## config.mk

```make
export PLATFORM = sky130hd
export DESIGN_NAME = wb_arbiter_n_flat
export DESIGN_NICKNAME = d
export VERILOG_FILES = /design/src/rtl/wb_arbiter_n_if.sv /design/src/rtl/wb_arbiter_n.sv /design/src/flat_wrapper.sv
export SDC_FILE = /design/constraint.sdc
export NUM_CORES = 1
export LEC_CHECK = 0
export BUFFER_PORTS_ARGS = -buffer_cell sky130_fd_sc_hd__buf_2
export CAP_MARGIN = 5
export CORE_AREA = 2 2 275 277
export CTS_CLUSTER_DIAMETER = 100
export DETAILED_ROUTE_END_ITERATION = 8
export DIE_AREA = 0 0 277 279
export SYNTH_ARGS = -nofsm -noshare
export SYNTH_HDL_FRONTEND = slang
export SYNTH_SLANG_ARGS = --single-unit
export TNS_END_PERCENT = 5
```

## constraint.sdc

```tcl
create_clock -name i_clk -period 2.95 [get_ports i_clk]
set_input_delay 0.59 -clock i_clk [delete_from_list [all_inputs] [get_ports i_clk]]
set_output_delay 0.59 -clock i_clk [all_outputs]
set_load 0.02 [all_outputs]
```

## src/rtl/wb_arbiter_n_if.sv

```systemverilog
// Bus bundle between N Wishbone masters, the arbiter and the single slave port.
// The slave modport is the arbiter's view; the master modport is the environment's view.
interface wb_arbiter_n_if #(
    parameter int unsigned NUM_MASTERS = 3,
    parameter int unsigned ADDR_W      = 64,
    parameter int unsigned DATA_W      = 64
);
    localparam int unsigned SelW = DATA_W / 8;
    localparam int unsigned GntW = $clog2(NUM_MASTERS);

    logic [NUM_MASTERS*ADDR_W-1:0] i_m_wb_adr;
    logic [NUM_MASTERS*DATA_W-1:0] i_m_wb_dat;
    logic [DATA_W-1:0]             o_m_wb_dat;
    logic [NUM_MASTERS-1:0]        i_m_wb_we;
    logic [NUM_MASTERS*SelW-1:0]   i_m_wb_sel;
    logic [NUM_MASTERS-1:0]        i_m_wb_stb;
    logic [NUM_MASTERS-1:0]        i_m_wb_cyc;
    logic [NUM_MASTERS-1:0]        i_m_wb_lock;
    logic [NUM_MASTERS-1:0]        o_m_wb_ack;
    logic [NUM_MASTERS-1:0]        o_m_wb_stall;
    logic [NUM_MASTERS-1:0]        o_m_wb_rty;
    logic [ADDR_W-1:0]             o_wb_adr;
    logic [DATA_W-1:0]             o_wb_dat;
    logic                          o_wb_we;
    logic [SelW-1:0]               o_wb_sel;
    logic                          o_wb_stb;
    logic                          o_wb_cyc;
    logic [DATA_W-1:0]             i_wb_dat;
    logic                          i_wb_ack;
    logic                          i_wb_stall;
    logic [GntW-1:0]               o_grant_idx;
    logic                          o_busy;

    modport slave (
        input  i_m_wb_adr, i_m_wb_dat, i_m_wb_we, i_m_wb_sel, i_m_wb_stb, i_m_wb_cyc,
        input  i_m_wb_lock, i_wb_dat, i_wb_ack, i_wb_stall,
        output o_m_wb_dat, o_m_wb_ack, o_m_wb_stall, o_m_wb_rty,
        output o_wb_adr, o_wb_dat, o_wb_we, o_wb_sel, o_wb_stb, o_wb_cyc,
        output o_grant_idx, o_busy
    );

    modport master (
        output i_m_wb_adr, i_m_wb_dat, i_m_wb_we, i_m_wb_sel, i_m_wb_stb, i_m_wb_cyc,
        output i_m_wb_lock, i_wb_dat, i_wb_ack, i_wb_stall,
        input  o_m_wb_dat, o_m_wb_ack, o_m_wb_stall, o_m_wb_rty,
        input  o_wb_adr, o_wb_dat, o_wb_we, o_wb_sel, o_wb_stb, o_wb_cyc,
        input  o_grant_idx, o_busy
    );
endinterface

```

## src/rtl/wb_arbiter_n.sv

```systemverilog
// N-master to 1-slave pipelined Wishbone arbiter with fixed/round-robin arbitration,
// bus lock, outstanding-strobe limiting and a slave-timeout abort that answers RTY.
module wb_arbiter_n #(
    parameter int unsigned NUM_MASTERS     = 3,
    parameter int unsigned ADDR_W          = 64,
    parameter int unsigned DATA_W          = 64,
    parameter int unsigned ARB_MODE        = 0,
    parameter int unsigned MAX_OUTSTANDING = 8,
    parameter int unsigned TIMEOUT_CYCLES  = 1024
) (
    input logic           i_clk,
    input logic           i_reset,
    wb_arbiter_n_if.slave bus
);
    localparam int unsigned SelW = DATA_W / 8;
    localparam int unsigned GntW = $clog2(NUM_MASTERS);
    localparam int unsigned CntW = $clog2(MAX_OUTSTANDING + 1);
    localparam int unsigned TmrW = (TIMEOUT_CYCLES > 1) ? $clog2(TIMEOUT_CYCLES) : 1;
    localparam logic [CntW-1:0] CntMax  = CntW'(MAX_OUTSTANDING);
    localparam logic [TmrW-1:0] TmrLast = TmrW'((TIMEOUT_CYCLES > 0) ? TIMEOUT_CYCLES - 1 : 0);

    typedef enum logic [1:0] {StIdle, StBusy, StHold, StAbort} state_e;

    state_e          state_q, state_d;
    logic [GntW-1:0] grant_q, grant_d;
    logic [GntW-1:0] rr_ptr_q, rr_ptr_d;
    logic [CntW-1:0] outst_q, outst_d;
    logic [TmrW-1:0] timer_q, timer_d;
    logic [GntW-1:0] winner, idx, ptr_nxt;
    logic            found, any_cyc, own_cyc, own_stb, own_lock, full, accept, ack_ok;

    assign any_cyc  = |bus.i_m_wb_cyc;
    assign own_cyc  = bus.i_m_wb_cyc[grant_q];
    assign own_stb  = bus.i_m_wb_stb[grant_q];
    assign own_lock = bus.i_m_wb_lock[grant_q];
    assign full     = (outst_q == CntMax);
    // Acks arriving with nothing outstanding are stale and get dropped.
    assign ack_ok   = bus.i_wb_ack && (outst_q != '0);
    assign accept   = (state_q == StBusy) && own_stb && !full && !bus.i_wb_stall;

    assign bus.o_m_wb_dat  = bus.i_wb_dat;
    assign bus.o_grant_idx = grant_q;

    always_comb begin
        winner = '0;
        found  = 1'b0;
        idx    = '0;
        for (int unsigned i = 0; i < NUM_MASTERS; i++) begin
            idx = (ARB_MODE == 1) ? GntW'((32'(rr_ptr_q) + i) % NUM_MASTERS) : GntW'(i);
            if (!found && bus.i_m_wb_cyc[idx]) begin
                winner = idx;
                found  = 1'b1;
            end
        end
        ptr_nxt = GntW'((32'(winner) + 32'd1) % NUM_MASTERS);
    end

    always_comb begin
        state_d  = state_q;
        grant_d  = grant_q;
        rr_ptr_d = rr_ptr_q;
        outst_d  = outst_q;
        timer_d  = '0;
        case (state_q)
            StIdle: begin
                if (any_cyc) begin
                    state_d  = StBusy;
                    grant_d  = winner;
                    rr_ptr_d = ptr_nxt;
                    outst_d  = '0;
                end
            end
            StBusy: begin
                if (accept && !ack_ok) begin
                    outst_d = outst_q + 1'b1;
                end else if (!accept && ack_ok) begin
                    outst_d = outst_q - 1'b1;
                end
                if ((TIMEOUT_CYCLES != 0) && (outst_q != '0) && !bus.i_wb_ack
                    && (timer_q == TmrLast)) begin
                    state_d = StAbort;
                    outst_d = '0;
                end else begin
                    if ((TIMEOUT_CYCLES != 0) && (outst_q != '0) && !bus.i_wb_ack) begin
                        timer_d = timer_q + 1'b1;
                    end
                    if (!own_cyc) begin
                        outst_d = '0;
                        timer_d = '0;
                        state_d = own_lock ? StHold : StIdle;
                    end
                end
            end
            StHold: begin
                if (own_cyc) begin
                    state_d = StBusy;
                end else if (!own_lock) begin
                    state_d = StIdle;
                end
            end
            StAbort: begin
                state_d = StIdle;
                outst_d = '0;
            end
            default: state_d = StIdle;
        endcase
    end

    always_comb begin
        bus.o_wb_adr     = '0;
        bus.o_wb_dat     = '0;
        bus.o_wb_we      = 1'b0;
        bus.o_wb_sel     = '0;
        bus.o_wb_stb     = 1'b0;
        bus.o_wb_cyc     = 1'b0;
        bus.o_m_wb_ack   = '0;
        bus.o_m_wb_rty   = '0;
        bus.o_m_wb_stall = '0;
        bus.o_busy       = 1'b0;
        case (state_q)
            // Everyone requesting is held off while the winner's grant is registered.
            StIdle: bus.o_m_wb_stall = {NUM_MASTERS{any_cyc}};
            StBusy: begin
                bus.o_wb_adr                  = bus.i_m_wb_adr[grant_q*ADDR_W +: ADDR_W];
                bus.o_wb_dat                  = bus.i_m_wb_dat[grant_q*DATA_W +: DATA_W];
                bus.o_wb_sel                  = bus.i_m_wb_sel[grant_q*SelW +: SelW];
                bus.o_wb_we                   = bus.i_m_wb_we[grant_q];
                bus.o_wb_cyc                  = own_cyc;
                bus.o_wb_stb                  = own_stb && !full;
                bus.o_m_wb_stall              = '1;
                bus.o_m_wb_stall[grant_q]     = bus.i_wb_stall || full;
                bus.o_m_wb_ack[grant_q]       = ack_ok;
                bus.o_busy                    = 1'b1;
            end
            StHold: begin
                bus.o_m_wb_stall = '1;
                bus.o_busy       = 1'b1;
            end
            StAbort: begin
                bus.o_m_wb_stall          = '1;
                bus.o_m_wb_rty[grant_q]   = 1'b1;
                bus.o_busy                = 1'b1;
            end
            default: ;
        endcase
    end

    always_ff @(posedge i_clk or negedge i_reset) begin
        if (!i_reset) begin
            state_q  <= StIdle;
            grant_q  <= '0;
            rr_ptr_q <= '0;
            outst_q  <= '0;
            timer_q  <= '0;
        end else begin
            state_q  <= state_d;
            grant_q  <= grant_d;
            rr_ptr_q <= rr_ptr_d;
            outst_q  <= outst_d;
            timer_q  <= timer_d;
        end
    end
endmodule

```

## src/flat_wrapper.sv

```systemverilog
// flat-port wrapper written by rule: the top's interface ports become plain ports
module wb_arbiter_n_flat 
#(
    parameter int unsigned NUM_MASTERS     = 3,
    parameter int unsigned ADDR_W          = 64,
    parameter int unsigned DATA_W          = 64,
    parameter int unsigned ARB_MODE        = 0,
    parameter int unsigned MAX_OUTSTANDING = 8,
    parameter int unsigned TIMEOUT_CYCLES  = 1024
)
  (i_clk, i_reset, bus_i_m_wb_adr, bus_i_m_wb_dat, bus_i_m_wb_we, bus_i_m_wb_sel, bus_i_m_wb_stb, bus_i_m_wb_cyc, bus_i_m_wb_lock, bus_i_wb_dat, bus_i_wb_ack, bus_i_wb_stall, bus_o_m_wb_dat, bus_o_m_wb_ack, bus_o_m_wb_stall, bus_o_m_wb_rty, bus_o_wb_adr, bus_o_wb_dat, bus_o_wb_we, bus_o_wb_sel, bus_o_wb_stb, bus_o_wb_cyc, bus_o_grant_idx, bus_o_busy);
  wb_arbiter_n_if #(.NUM_MASTERS(NUM_MASTERS), .ADDR_W(ADDR_W), .DATA_W(DATA_W)) bus_i ();
  input logic i_clk;
  input logic i_reset;
  input wire logic [$bits(bus_i.i_m_wb_adr)-1:0] bus_i_m_wb_adr;
  input wire logic [$bits(bus_i.i_m_wb_dat)-1:0] bus_i_m_wb_dat;
  input wire logic [$bits(bus_i.i_m_wb_we)-1:0] bus_i_m_wb_we;
  input wire logic [$bits(bus_i.i_m_wb_sel)-1:0] bus_i_m_wb_sel;
  input wire logic [$bits(bus_i.i_m_wb_stb)-1:0] bus_i_m_wb_stb;
  input wire logic [$bits(bus_i.i_m_wb_cyc)-1:0] bus_i_m_wb_cyc;
  input wire logic [$bits(bus_i.i_m_wb_lock)-1:0] bus_i_m_wb_lock;
  input wire logic [$bits(bus_i.i_wb_dat)-1:0] bus_i_wb_dat;
  input wire logic [$bits(bus_i.i_wb_ack)-1:0] bus_i_wb_ack;
  input wire logic [$bits(bus_i.i_wb_stall)-1:0] bus_i_wb_stall;
  output wire logic [$bits(bus_i.o_m_wb_dat)-1:0] bus_o_m_wb_dat;
  output wire logic [$bits(bus_i.o_m_wb_ack)-1:0] bus_o_m_wb_ack;
  output wire logic [$bits(bus_i.o_m_wb_stall)-1:0] bus_o_m_wb_stall;
  output wire logic [$bits(bus_i.o_m_wb_rty)-1:0] bus_o_m_wb_rty;
  output wire logic [$bits(bus_i.o_wb_adr)-1:0] bus_o_wb_adr;
  output wire logic [$bits(bus_i.o_wb_dat)-1:0] bus_o_wb_dat;
  output wire logic [$bits(bus_i.o_wb_we)-1:0] bus_o_wb_we;
  output wire logic [$bits(bus_i.o_wb_sel)-1:0] bus_o_wb_sel;
  output wire logic [$bits(bus_i.o_wb_stb)-1:0] bus_o_wb_stb;
  output wire logic [$bits(bus_i.o_wb_cyc)-1:0] bus_o_wb_cyc;
  output wire logic [$bits(bus_i.o_grant_idx)-1:0] bus_o_grant_idx;
  output wire logic [$bits(bus_i.o_busy)-1:0] bus_o_busy;
  assign bus_i.i_m_wb_adr = bus_i_m_wb_adr;
  assign bus_i.i_m_wb_dat = bus_i_m_wb_dat;
  assign bus_i.i_m_wb_we = bus_i_m_wb_we;
  assign bus_i.i_m_wb_sel = bus_i_m_wb_sel;
  assign bus_i.i_m_wb_stb = bus_i_m_wb_stb;
  assign bus_i.i_m_wb_cyc = bus_i_m_wb_cyc;
  assign bus_i.i_m_wb_lock = bus_i_m_wb_lock;
  assign bus_i.i_wb_dat = bus_i_wb_dat;
  assign bus_i.i_wb_ack = bus_i_wb_ack;
  assign bus_i.i_wb_stall = bus_i_wb_stall;
  assign bus_o_m_wb_dat = bus_i.o_m_wb_dat;
  assign bus_o_m_wb_ack = bus_i.o_m_wb_ack;
  assign bus_o_m_wb_stall = bus_i.o_m_wb_stall;
  assign bus_o_m_wb_rty = bus_i.o_m_wb_rty;
  assign bus_o_wb_adr = bus_i.o_wb_adr;
  assign bus_o_wb_dat = bus_i.o_wb_dat;
  assign bus_o_wb_we = bus_i.o_wb_we;
  assign bus_o_wb_sel = bus_i.o_wb_sel;
  assign bus_o_wb_stb = bus_i.o_wb_stb;
  assign bus_o_wb_cyc = bus_i.o_wb_cyc;
  assign bus_o_grant_idx = bus_i.o_grant_idx;
  assign bus_o_busy = bus_i.o_busy;
  wb_arbiter_n #(.NUM_MASTERS(NUM_MASTERS), .ADDR_W(ADDR_W), .DATA_W(DATA_W), .ARB_MODE(ARB_MODE), .MAX_OUTSTANDING(MAX_OUTSTANDING), .TIMEOUT_CYCLES(TIMEOUT_CYCLES)) u_core (.i_clk(i_clk), .i_reset(i_reset), .bus(bus_i));
endmodule
```

# --- Yosys cells after proc, flatten, opt, wreduce, memory -nomap -nowiden ---
# Index checks and enable logic that the tools add are counted.
totals:
  register_bits: 18
  latchBits: 0
  ram_bits: 0
  rom_bits: 0
  input_bits: 488
  output_inout_bits: 215
  wordCells: 94
  n_memories: 0
classes:
  addsub: 3
  mul: 0
  n_div: 0
  order_cmp: 2
  n_eq_ne: 9
  shifts: 3
  muxes: 41
  bitwise: 3
  reduce_logical: 29
op_table:
  columns: ["op", "count"]
  rows:
  - ["192-bit by 9-bit indexed part select with 64-bit output", 2]
  - ["64-bit 2-to-1 mux", 2]
  - ["10-bit 2-to-1 mux", 4]
  - ["24-bit by 6-bit indexed part select with 8-bit output", 1]
  - ["4-bit 2-to-1 mux", 5]
  - ["2-bit 2-to-1 mux", 7]
  - ["1-bit logical AND", 12]
  - ["1-bit 2-to-1 mux", 12]
  - ["4-bit one-hot mux with 3 select lines", 1]
  - ["10-bit by 1-bit adder with 10-bit output, second input constant", 1]
  - ["10-bit equality test, second input constant", 1]
  - ["3-bit one-hot mux with 3 select lines", 1]
  - ["1-bit binary-select mux with 2-bit select", 4]
  - ["8-bit 2-to-1 mux", 1]
  - ["2-bit one-hot mux with 4 select lines", 1]
  - ["1-bit logical NOT", 7]
  - ["3-bit 2-to-1 mux", 2]
  - ["3-bit AND reduction", 2]
  - ["3-bit OR reduction", 2]
  - ["5-bit != test, second input constant", 1]
  - ["4-bit by 1-bit adder with 4-bit output, second input constant", 1]
  - ["2-bit equality test, second input constant", 2]
  - ["4-bit equality test, second input constant", 1]
  - ["4-bit nonzero test", 1]
  - ["16 further kinds", 16]

# --- Logic depth before layout (Yosys ltp) ---
depth:
  depth_word: 12
  mapped_depth: 11
  depth_no_buf: 10

# --- Worst setup path after synthesis ---
# Ideal clock, no wire load.
synth_path:
  path_kind: "register to register"
  startpoint: "register u_core.grant_q[1], in the netlist u_core.bus.o_grant_idx[1]"
  endpoint: "register u_core.outst_q[3]"
  setup_time_ns: 0.124
  t_arrival_ns: 2.543
  t_required_ns: 2.826
  slack_ns: 0.283
  path_stages_with_launch: 12
  n_path_buf: 1
  period_less_slack_ns: 2.667
  cell_sequence: "dfrtp_1 -> buf_4 -> mux2i_1 -> o21ai_2 -> nand3_1 -> ha_1 -> a21o_1 -> a21o_1 -> a31o_2 -> a2111oi_2 -> nor2_1 -> a211o_1"
synth_via:
  elab_chain_len: 10
  word_cells_on_any_way: 16
  classes_between: "eq/ne (1); mux (8); reduce/logical (7)"
synth_rtl:
  columns: ["element", "line_no", "rtl"]
  rows:
  - ["from (decl)", "wb_arbiter_n.sv:25", "logic [GntW-1:0] grant_q, grant_d;"]
  - ["from (signal assigned)", "wb_arbiter_n.sv:157", "grant_q <= grant_d;"]
  - ["1-bit binary-select mux with 2-bit select", "wb_arbiter_n.sv:34", "assign own_stb = bus.i_m_wb_stb[grant_q];"]
  - ["1-bit 2-to-1 mux (implied by the code)", "wb_arbiter_n.sv:34", null]
  - ["1-bit logical AND (3 in a row)", "wb_arbiter_n.sv:39", "assign accept = (state_q == StBusy) && own_stb && !full && !bus.i_wb_stall;"]
  - ["1-bit logical AND", "wb_arbiter_n.sv:74", "if (accept && !ack_ok) begin"]
  - ["4-bit 2-to-1 mux", "wb_arbiter_n.sv:74", null]
  - ["4-bit 2-to-1 mux", "wb_arbiter_n.sv:87", "if (!own_cyc) begin"]
  - ["4-bit 2-to-1 mux", "wb_arbiter_n.sv:79", "if ((TIMEOUT_CYCLES != 0) && (outst_q != '0) && !bus.i_wb_ack"]
  - ["4-bit one-hot mux with 3 select lines", "wb_arbiter_n.sv:64", "case (state_q)"]
  - ["to (signal assigned)", "wb_arbiter_n.sv:159", "outst_q <= outst_d;"]
  - ["to (decl)", "wb_arbiter_n.sv:27", "logic [CntW-1:0] outst_q, outst_d;"]
# Parallel ways exist; a longest one is shown, timed or not. The select of a mux whose other input is x is not followed.
# A chain may end at the register's enable or synchronous reset.

# --- Final worst setup path ---
layout_path:
  startpoint: "register u_core.grant_q[1], in the netlist u_core.bus.o_grant_idx[1]"
  endpoint: "output bus_o_wb_dat[27]"
layout_via:
  elab_chain_len: 2
layout_rtl:
  columns: ["element", "line_no", "rtl"]
  rows:
  - ["192-bit by 9-bit indexed part select with 64-bit output", "wb_arbiter_n.sv:125", "bus.o_wb_dat = bus.i_m_wb_dat[grant_q*DATA_W +: DATA_W];"]
  - ["64-bit 2-to-1 mux", "wb_arbiter_n.sv:120", "case (state_q)"]
  - ["to (decl)", "flat_wrapper.sv:30", "output wire logic [$bits(bus_i.o_wb_dat)-1:0] bus_o_wb_dat;"]
# Every way passes these cells.

==> metrics.cfg <==
[outcome]
status=finished clean

[global_routing]
grt-ovfl-total=0
grt_pass1_vias=7207
grt_max_degree=144
grt_pass1_wl_mm=54.5
grt_util_all_layers_pct=10.0
antenna_found_initial=22

[timing]
worst_pin_slew_ns=0.716
hold_violations=0
tns_ns=0
drv_slew=0
fmax_ghz=0.350
fin_crit_ns=2.86
worst_clock_skew_ns=0.00217
rsz0062_at_grt=no
setup_violations=0
fin_crit_sh_pct=97.0
slew_headroom_pct=52.3

[routing]
vias=7598
drc=0
first_pass_iters=4
ant_nets=0
drt-vias-per-instance=3.37
drt-initial-drc-count=323
avgRoutedWirePerCell_um=18.5
finalWirelength_mm=41.6

[logic_synthesis]
syn-cell-area_um2=5060
yosysSeqAreaShare_pct=8.90
synth_edf_count=0
synth_top_flop_cell=dfrtp_1
async_reset_ff_share_pct=100
synth_top_area_share_pct=27.7
synth.avg_cell_area_um2=6.20
yosysWarningCount=0
synth.area.top_cells=mux2i_1, nor2_1, a21oi_1
ys_types=44
synth_seq_cells=18
syn_inst=816
synth_top_area_cell=mux2i_1
syn_nets=1308

[clocking]
cts_made_buffers=3
clock_path_buffers=2
clk_latency_ns=0.25
htree_levels=1
cts_resized=0
postCtsSetupRepairBufs=0
postCtsHoldBufs=0
clock_sinks=18
cts_root_buffer=clkbuf_16
cts.clk_slew.worst_paths_ns=0.06
cts_tree=built

[critical_path]
cp.required_ns=2.36
worstSetupPathType=reg2out
start_kind=flop
path_max_fanout=57
cp-end-kind=output port
arrival_ns=2.27

[die]
core_um2=74100
pin_count=703
die_w_um=277
start_util_pct=6.83
die_h_um=279
dieArea_um2=77300
core.rowCount=100

[power_and_ir_drop]
total_power_mw=8.97
p_leak_nw=4.44
power_density_nw_per_um2=1020
vdd_drop_max_mv=0.953

[final_layout]
area_growth_pct=74.0
final_common_cell=buf_2
nFillCells=8711
final_cell_mix=buf_2, nor2_1, a21oi_1
drive_above_1_share_pct=47.1
fin_nets=1770

[worst_hold_path]
hold_path_class=in2async

[placement]
gp_congestion=0.901
port_buffers=574
hpwlAfterDp_mm=37.1

[flow_run]
max-cap-violations=0

-- worst paths after layout --
check | depth (start not counted) | from | endpoint | slack [ns]
max reg2reg | 10 | u_core.bus.o_grant_idx[1] | u_core.outst_q[3] | 0.21
min reg2reg | 1 | u_core.timer_q[0] | u_core.timer_q[0] | 0.48
min | 1 | i_reset | u_core.timer_q[2] | 0.27
min in group i_clk | 1 | u_core.timer_q[0] | u_core.timer_q[0] | 0.48
max | 7 | u_core.bus.o_grant_idx[1] | bus_o_wb_dat[27] | 0.09
max in group asynchronous | 1 | i_reset | u_core.bus.o_grant_idx[1] | 2.33
-- worst max-delay path, cell delays in order, from the launching register on --
cell	delay, ns
dfrtp_4	0.48
buf_12	0.22
buf_12	0.34
mux2i_1	0.25
nor2_1	0.05
a21oi_1	0.27
nor2_1	0.06
buf_2	0.19
-- cells in the mapped netlist, types with 2 or more instances --
| library cell | n |
|---|---|
| a21o_1 | 2 |
| xor2_1 | 6 |
| nor2_1 | 301 |
| mux2i_1 | 140 |
| buf_1 | 6 |
| buf_2 | 15 |
| and4_1 | 3 |
| ha_1 | 3 |
| dfrtp_1 | 18 |
| nor4_1 | 2 |
| buf_4 | 65 |
| inv_1 | 9 |
| o21ai_0 | 3 |
| xnor2_1 | 3 |
| clkbuf_1 | 42 |
| o22ai_1 | 3 |
| a21oi_1 | 145 |
| or3_1 | 2 |
| and3_1 | 3 |
| nor3_1 | 7 |
| nand3_1 | 7 |
| nand2_1 | 8 |
| nand4_1 | 2 |
-- where the power goes --
part / internal (mW) / total [mW] / leakage, nW / switching (mW)
Sequential: 0.300 / 0.407 / 0.243 / 0.107
Clock: 0.207 / 0.306 / 0.0442 / 0.0994
Combinational: 2.61 / 8.25 / 4.15 / 5.64
Total: 3.12 / 8.97 / 4.44 / 5.85
-- through the flow --
| step | utilization [%] | worst slack, ns | cells | cell area (µm²) | hold slack [ns] |
|---|---|---|---|---|---|
| 2_1_floorplan | - | 0.283 | 816 | 5060 | 0.294 |
| 3_3_place_gp | 11.7 | 0.128 | 2242 | 8690 | 0.473 |
| 3_5_place_dp | 11.7 | 0.124 | 2242 | 8690 | 0.479 |
| 4_1_cts | 11.9 | 0.115 | 2246 | 8780 | 0.290 |
| 5_1_grt | 11.9 | 0.0192 | 2255 | 8800 | 0.309 |
| 6_report | 11.9 | 0.0896 | 2255 | 8800 | 0.275 |
-- logic make-up (layout without fill, tap and decap cells) --
family | count (synthesis) | count (layout) | share of synthesized area [%]
AND/OR/NAND/NOR | 342 | 342 | 27.5
AO/OA/AOI/OAI | 165 | 165 | 17.6
multiplexers | 140 | 140 | 27.7
buffers and inverters | 138 | 599 | 15.6
flip-flops | 18 | 18 | 8.90
XOR/XNOR | 9 | 9 | 1.56
adder cells (fa/ha/maj) | 4 | 4 | 1.14
other | 0 | 9 | 0
-- final cells by class --
type	instances	area [µm²]	area share, %
diodes	9	22.5	0.256
clock buffers	4	88.8	1.01
inverters	9	33.8	0.384
multi-input cells	660	3840	43.6
flip-flops and latches	18	458	5.20
well taps	969	1210	13.8
repair buffers	586	3150	35.8
-- state kept, by name (all words and copies together), names as in the netlist --
| register | flops |
|---|---|
| u_core.bus.o_grant_idx | 2 |
| u_core.outst_q | 4 |
| u_core.state_q | 2 |
| u_core.timer_q | 10 |
-- per-layer routing --
| metal | part of all wire [%] | GRT usage [%] | wire (µm) | vias to the layer above |
|---|---|---|---|---|
| li1 | - | - | - | 3621 |
| met5 | 0.089 | 0 | 37 | - |
| met2 | 45 | 16.8 | 18800 | 499 |
| met4 | 3.7 | 3.47 | 1550 | 6 |
| met3 | 8.4 | 2.39 | 3490 | 84 |
| met1 | 43 | 12.5 | 17700 | 3388 |
Power figures use the tool's default switching activity.
